File: src/rtl/mfp_uart_pkg.sv
// ---------------------------------------------------------------------------
// mfp_uart_pkg
// Shared definitions for the MFP UART transmitter and receiver:
//   - tx_state_e       : transmitter FSM state encodings
//   - clks_per_bit()   : baud divider, CLOCK_FREQUENCY / BAUD_RATE (truncating)
//   - FRAME_BITS_*     : line bits per frame (8N1 = 10, 8E1 = 11)
// Optional feature macro: MFP_UART_TX_PARITY_EN (adds the PARITY state and
// selects the 11-bit frame length).
// ---------------------------------------------------------------------------
package mfp_uart_pkg;

  typedef enum logic [2:0] {
    IDLE   = 3'd0,
    START  = 3'd1,
    DATA   = 3'd2,
`ifdef MFP_UART_TX_PARITY_EN
    PARITY = 3'd3,
`endif
    STOP   = 3'd4
  } tx_state_e;

  localparam int FRAME_BITS_8N1 = 10;
  localparam int FRAME_BITS_8E1 = 11;

`ifdef MFP_UART_TX_PARITY_EN
  localparam int FRAME_BITS = FRAME_BITS_8E1;
`else
  localparam int FRAME_BITS = FRAME_BITS_8N1;
`endif

  // Integer truncation is intentional: the receiver uses the same divider,
  // so both ends drift identically relative to the nominal baud rate.
  function automatic int clks_per_bit(input int clock_frequency, input int baud_rate);
    return clock_frequency / baud_rate;
  endfunction

endpackage

File: src/rtl/mfp_uart_tx_fifo.sv
// ---------------------------------------------------------------------------
// mfp_uart_tx_fifo
// Synchronous byte FIFO with 2^DEPTH_LOG2 entries, first-word fall-through
// (rd_data always shows the head entry).
// Ports:
//   clk, rst  - clock, asynchronous active-high reset
//   wr_en     - enqueue wr_data (ignored while full)
//   wr_data   - byte to enqueue
//   rd_en     - pop the head entry (ignored while empty)
//   rd_data   - head entry
//   full      - registered, FIFO holds 2^DEPTH_LOG2 bytes
//   empty     - registered, FIFO holds no bytes
// ---------------------------------------------------------------------------
module mfp_uart_tx_fifo #(
  parameter int DEPTH_LOG2 = 4
) (
  input  logic       clk,
  input  logic       rst,
  input  logic       wr_en,
  input  logic [7:0] wr_data,
  input  logic       rd_en,
  output logic [7:0] rd_data,
  output logic       full,
  output logic       empty
);

  localparam int PTR_W = DEPTH_LOG2 + 1;

  // The extra MSB distinguishes full (MSBs differ) from empty (MSBs equal)
  // when the low address bits coincide.
  logic [PTR_W-1:0] wr_ptr, rd_ptr;
  logic [PTR_W-1:0] wr_ptr_n, rd_ptr_n;
  logic [7:0]       mem [2**DEPTH_LOG2];
  logic             wr_fire, rd_fire;

  // Both strobes are qualified with the current flags, so a write on a full
  // FIFO is dropped even in a cycle where the head is also popped.
  assign wr_fire = wr_en && !full;
  assign rd_fire = rd_en && !empty;

  always_comb begin
    wr_ptr_n = wr_fire ? wr_ptr + PTR_W'(1) : wr_ptr;
    rd_ptr_n = rd_fire ? rd_ptr + PTR_W'(1) : rd_ptr;
  end

  always_ff @(posedge clk or posedge rst) begin
    if (rst) begin
      wr_ptr <= '0;
      rd_ptr <= '0;
      full   <= 1'b0;
      empty  <= 1'b1;
    end else begin
      wr_ptr <= wr_ptr_n;
      rd_ptr <= rd_ptr_n;
      full   <= (wr_ptr_n[PTR_W-1] != rd_ptr_n[PTR_W-1]) &&
                (wr_ptr_n[PTR_W-2:0] == rd_ptr_n[PTR_W-2:0]);
      empty  <= (wr_ptr_n == rd_ptr_n);
    end
  end

  // NOTE: storage is deliberately not reset; the pointers alone define which
  // entries are valid, and leaving the array unreset lets it map to RAM.
  always_ff @(posedge clk) begin
    if (wr_fire) begin
      mem[wr_ptr[PTR_W-2:0]] <= wr_data;
    end
  end

  assign rd_data = mem[rd_ptr[PTR_W-2:0]];

endmodule

File: src/rtl/mfp_uart_transmitter.sv
// ---------------------------------------------------------------------------
// mfp_uart_transmitter
// Buffered UART transmitter: bytes written through write_en/write_data are
// queued in a FIFO and sent LSB first as 8N1 frames (8E1 with even parity
// when MFP_UART_TX_PARITY_EN is defined).
// Ports:
//   SI_ClkIn   - clock, rising edge
//   SI_Reset   - asynchronous active-high reset
//   write_en   - write strobe, one byte per cycle
//   write_data - byte to enqueue
//   full       - FIFO full, writes dropped while high
//   empty      - FIFO empty
//   busy       - a frame is on the line
//   overflow   - sticky, a write arrived while full (cleared by reset only)
//   UART_TX    - registered serial line, idle high
// Optional feature macro: MFP_UART_TX_PARITY_EN.
// ---------------------------------------------------------------------------
module mfp_uart_transmitter
  import mfp_uart_pkg::*;
#(
  parameter int CLOCK_FREQUENCY = 50000000,
  parameter int BAUD_RATE       = 115200,
  parameter int FIFO_DEPTH_LOG2 = 4
) (
  input  logic       SI_ClkIn,
  input  logic       SI_Reset,
  input  logic       write_en,
  input  logic [7:0] write_data,
  output logic       full,
  output logic       empty,
  output logic       busy,
  output logic       overflow,
  output logic       UART_TX
);

  localparam int                CLKS_PER_BIT = clks_per_bit(CLOCK_FREQUENCY, BAUD_RATE);
  localparam int                CNT_W        = $clog2(CLKS_PER_BIT);
  localparam logic [CNT_W-1:0] CNT_LAST     = CNT_W'(CLKS_PER_BIT - 1);

  tx_state_e        state, state_n;
  logic [CNT_W-1:0] bit_cnt, bit_cnt_n;
  logic [2:0]       bit_idx, bit_idx_n;
  logic [7:0]       shift_q, shift_n;
  logic             tx_q, tx_n;
  logic             busy_q, overflow_q;
  logic             pop, bit_done;
  logic [7:0]       fifo_rd_data;
`ifdef MFP_UART_TX_PARITY_EN
  logic             parity_q;
`endif

  mfp_uart_tx_fifo #(
    .DEPTH_LOG2 (FIFO_DEPTH_LOG2)
  ) u_fifo (
    .clk     (SI_ClkIn),
    .rst     (SI_Reset),
    .wr_en   (write_en),
    .wr_data (write_data),
    .rd_en   (pop),
    .rd_data (fifo_rd_data),
    .full    (full),
    .empty   (empty)
  );

  assign bit_done = (bit_cnt == CNT_LAST);

  // tx_n is the value the line takes after this edge, so UART_TX comes
  // straight from a flop and changes exactly on bit boundaries.
  // NOTE: every output is given a default first so no path leaves a
  // variable unassigned, which would otherwise infer a latch.
  always_comb begin
    state_n   = state;
    bit_cnt_n = bit_cnt;
    bit_idx_n = bit_idx;
    shift_n   = shift_q;
    tx_n      = tx_q;
    pop       = 1'b0;

    if (state != IDLE) begin
      bit_cnt_n = bit_done ? '0 : bit_cnt + CNT_W'(1);
    end

    unique case (state)
      IDLE: begin
        tx_n = 1'b1;
        if (!empty) begin
          pop     = 1'b1;
          shift_n = fifo_rd_data;
          state_n = START;
          tx_n    = 1'b0;
        end
      end
      START: begin
        if (bit_done) begin
          state_n   = DATA;
          bit_idx_n = 3'd0;
          tx_n      = shift_q[0];
        end
      end
      DATA: begin
        if (bit_done) begin
          if (bit_idx == 3'd7) begin
`ifdef MFP_UART_TX_PARITY_EN
            state_n = PARITY;
            tx_n    = parity_q;
`else
            state_n = STOP;
            tx_n    = 1'b1;
`endif
          end else begin
            bit_idx_n = bit_idx + 3'd1;
            shift_n   = {1'b0, shift_q[7:1]};
            tx_n      = shift_q[1];
          end
        end
      end
`ifdef MFP_UART_TX_PARITY_EN
      PARITY: begin
        if (bit_done) begin
          state_n = STOP;
          tx_n    = 1'b1;
        end
      end
`endif
      STOP: begin
        if (bit_done) begin
          // Chaining straight into START keeps back-to-back frames gapless.
          if (!empty) begin
            pop     = 1'b1;
            shift_n = fifo_rd_data;
            state_n = START;
            tx_n    = 1'b0;
          end else begin
            state_n = IDLE;
            tx_n    = 1'b1;
          end
        end
      end
      default: begin
        state_n = IDLE;
        tx_n    = 1'b1;
      end
    endcase
  end

  // NOTE: sequential state uses non-blocking assignments so every flop
  // samples pre-edge values regardless of statement order.
  always_ff @(posedge SI_ClkIn or posedge SI_Reset) begin
    if (SI_Reset) begin
      state      <= IDLE;
      bit_cnt    <= '0;
      bit_idx    <= 3'd0;
      shift_q    <= 8'h00;
      tx_q       <= 1'b1;
      busy_q     <= 1'b0;
      overflow_q <= 1'b0;
    end else begin
      state      <= state_n;
      bit_cnt    <= bit_cnt_n;
      bit_idx    <= bit_idx_n;
      shift_q    <= shift_n;
      tx_q       <= tx_n;
      busy_q     <= (state_n != IDLE);
      overflow_q <= overflow_q || (write_en && full);
    end
  end

`ifdef MFP_UART_TX_PARITY_EN
  // The shift register is consumed during DATA, so parity is captured from
  // the byte as it is popped.
  always_ff @(posedge SI_ClkIn or posedge SI_Reset) begin
    if (SI_Reset) begin
      parity_q <= 1'b0;
    end else if (pop) begin
      parity_q <= ^fifo_rd_data;
    end
  end
`endif

  assign busy     = busy_q;
  assign overflow = overflow_q;
  assign UART_TX  = tx_q;

endmodule

File: config.mk
export PLATFORM = sky130hd
export DESIGN_NAME = mfp_uart_transmitter
export DESIGN_NICKNAME = d
export VERILOG_FILES = /design/src/rtl/mfp_uart_pkg.sv /design/src/rtl/mfp_uart_tx_fifo.sv /design/src/rtl/mfp_uart_transmitter.sv
export SDC_FILE = /design/constraint.sdc
export NUM_CORES = 1
export LEC_CHECK = 0
export CORE_MARGIN = 4
export CORE_UTILIZATION = 60
export CTS_CLUSTER_SIZE = 14
export DETAILED_ROUTE_END_ITERATION = 7
export PLACE_DENSITY = 0.87
export SLEW_MARGIN = 15
export SYNTH_ARGS = -nofsm -noshare
export SYNTH_HDL_FRONTEND = slang
export SYNTH_HIERARCHICAL = 1
export SYNTH_SLANG_ARGS = --single-unit
File: constraint.sdc
create_clock -name SI_ClkIn -period 7.05 [get_ports SI_ClkIn]
set_input_delay 1.41 -clock SI_ClkIn [delete_from_list [all_inputs] [get_ports SI_ClkIn]]
set_output_delay 1.41 -clock SI_ClkIn [all_outputs]
set_load 0.01 [all_outputs]
==> impl_metrics.csv <==
group,metric,value,unit
timing,max_freq,326,MHz
global_routing,grt_usage,22.8,%
worst_setup_path,critPathKind,"in -> reg",
timing,tightest_slew,1030,ps
synthesis,ys_seq_elements,166,
pwr,total_power,2.77,mW
placement,io_buffer_count,15,
timing,relSlewSlack,31.4,%
worst_setup_path,crit_start,"write_en",
finish,mostFrequentLayoutCell,"edfxtp_1",
finish,layout.nets,438,
timing,maxSlewViolCount,0,
run,maxCapViolCount,0,
synthesis,ys_types,53,
floorplanning,core_region_area,0.0114,mm²
worst_setup_path,crit_end,"u_fifo/mem[3][4]$_DFFE_PP_",
global_routing,grt_pass1_vias,3789,
cts,numCtsBuffers,17,
cts,clk-insertion-delay-late,430,ps
global_routing,grt_pass1_wl,22000,µm
worst_setup_path,worstPathRequired,7130,ps
cts,cts.htree.levels,4,
worst_setup_path,crit_fanout,8,
run_status,run_status,"complete, no violations",
drt,firstDrtPassIters,5,
global_routing,grt_max_degree,36,
worst_setup_path,crit_arrival,3150,ps
cts,path_clk_slew,60,ps
pwr,p_leak,2.71,nW
drt,wirelength,14100,µm
timing,rsz0062_at_grt,"no",
cts,cts_post_setup_buffers_inserted,0,
worst_setup_path,rrSetupSlack,4060,ps
drt,ant_nets,0,
synthesis,synth_area,0.00697,mm²
finish,finalCoreUtilization,68.7,%
global_routing,antenna_found_initial,0,
floorplanning,num_rows,39,
global_routing,grt_overflow_total,0,
synthesis,syn_nets,421,
timing,hold_viol_final,0,
timing,period_share,43.5,%
finish,layout_common_cells,"128 x edfxtp_1, 35 x dfrtp_1, 32 x mux4_2, 20 x nand2_1, 19 x and2_1",
floorplanning,dieArea,0.0134,mm²
worst_setup_path,worst_setup_path_end_kind,"flip-flop",
finish,area_growth,12.5,%
timing,setup_viol,0,
worst_setup_path,worstRegToRegCells,11,
floorplanning,ios,16,
synthesis,synth-edff-count,128,
cts,cts_tree,"built",
timing,fin_worst_skew,10.4,ps
cts,clock_sinks,166,
synthesis,ys_seq_area_share,68.8,%
pwr,p_per_area,354,mW/mm²
synthesis,yosys_most_used_dff,"edfxtp_1",
finish,drive_above_1_share,21.1,%
timing,holdWs,482,ps
worst_setup_path,startpoint_type,"input port",
timing,fin_setup_tns,0,ps
synthesis,ys_async_sr_fraction,22.9,%
timing,fin_crit,3070,ps
drt,drt_iter0_markers,371,
cts,clock-root-buffer,"clkbuf_16",
pwr,clkPwrFrac,34.2,%
worst_setup_path,reg2reg_to,"u_fifo/full$_DFF_PP0_",
pwr,switching_share,26.5,%
pwr,p_sw,0.735,mW
floorplanning,die_h,116,µm
synthesis,avgSynthCellArea,17.4,µm²
floorplanning,start_util,61.0,%
synthesis,syn_inst,401,
drt,wl_per_cell,24.5,µm
cts,clockBufferDepth,2,
pwr,combPwrFrac,17.9,%
hold_path,hp-class,"reg -> reg",
pwr,peakVddDrop,264,µV
pwr,pwr-share-seq,47.8,%
drt,post-route-drc-count,0,
cts,cts_hold_buf,0,
finish,diodes,0,
pwr,intPower,2.04,mW
placement,hpwl,8550,µm
drt,num_vias,3764,
cts,cts_resized,0,
drt,viasPerCell,6.56,
placement,place.gp.congestion,0.812,
worst_setup_path,timing.rr.start,"bit_cnt[1]$_DFFE_PP0N_",
synthesis,yosysWarningCount,6,
floorplanning,die_w,116,µm
## cells by family (layout without fill, tap and decap cells)
kind of cell | after synthesis | count (layout) | synth area share, %
xor+xnor | 17 | 17 | 2.14
flops | 166 | 166 | 68.8
simple gates | 85 | 85 | 7.45
mux | 50 | 50 | 13.3
fa+ha+maj | 9 | 9 | 1.62
compound gates | 47 | 47 | 5.01
buf+inv | 27 | 57 | 1.69
## cell type report
type                       count  area [µm²]
multi-input combinational    208        2060
timing repair buffer          16         158
fill                         707        3580
clock buffer                  19         433
inverter                       9        33.8
sequential                   166        4800
clock inverter                13         179
tap                          143         179
## synthesized netlist by cell type (8+ instances only)
master | count | area (µm²)
edfxtp_1 | 128 | 3840
dfrtp_1 | 36 | 901
mux4_2 | 32 | 721
nand2_1 | 20 | 75.1
and2_1 | 19 | 119
a22oi_1 | 18 | 135
mux2_2 | 15 | 169
nor2_1 | 11 | 41.3
ha_1 | 9 | 113
inv_1 | 9 | 33.8
xnor2_1 | 9 | 78.8
xor2_1 | 8 | 70.1
## power groups by stage
stage | Combinational, mW | Clock, mW | Sequential, mW
after global routing | 0.532 | 1.01 | 1.34
after global placement | 0.466 | 0 | 1.33
after CTS | 0.497 | 0.963 | 1.33
after detailed placement | 0.485 | 0 | 1.34
final | 0.497 | 0.948 | 1.33
after floorplan | 0.395 | 0 | 1.27
## stage by stage
stage / std cells / area (µm²) / setup slack, ps
after global routing: 574 / 7840 / 3910
after CTS: 574 / 7840 / 3980
final: 574 / 7840 / 3980
after global placement: 542 / 7220 / 3730
after detailed placement: 542 / 7220 / 3670
after floorplan: 401 / 6970 / 4390
## worst max-delay path, stage by stage
cell and delay, ps:
clkdlybuf4s50_1 560, nor2b_4 280, nor3b_1 440, and2_1 450
## worst min path at each step
stage	slack, ps	end	startpoint	cells past startpoint
after floorplan	440	bit_cnt[8]$_DFFE_PP0N_	bit_cnt[8]$_DFFE_PP0N_	1
after global placement	440	overflow$_DFF_PP0_	overflow$_DFF_PP0_	1
after detailed placement	450	overflow$_DFF_PP0_	overflow$_DFF_PP0_	1
after CTS	480	shift_q[6]$_DFFE_PP0P_	shift_q[6]$_DFFE_PP0P_	1
after global routing	510	shift_q[6]$_DFFE_PP0P_	shift_q[6]$_DFFE_PP0P_	1
final	480	shift_q[6]$_DFFE_PP0P_	shift_q[6]$_DFFE_PP0P_	1
## layer usage
metal  vias to the layer above  share of wire [%]  wire length, µm  GRT usage [%]
li1                       1610                  -                -              -
met2                       155                 51             7220           35.4
met3                        22                6.1              862           6.11
met5                         -                  0                0              0
met4                         0                1.5              212           8.04
met1                      1977                 41             5800           31.8
## registers in the layout, indices dropped and copies added, names as in the netlist
register       flops
bit_cnt            9
u_fifo/wr_ptr      5
u_fifo/empty       1
u_fifo/mem       128
busy               1
u_fifo/rd_ptr      5
bit_idx            3
shift_q            8
state              3
u_fifo/full        1
overflow           1
UART_TX            1
Power figures use the tool's default switching activity.
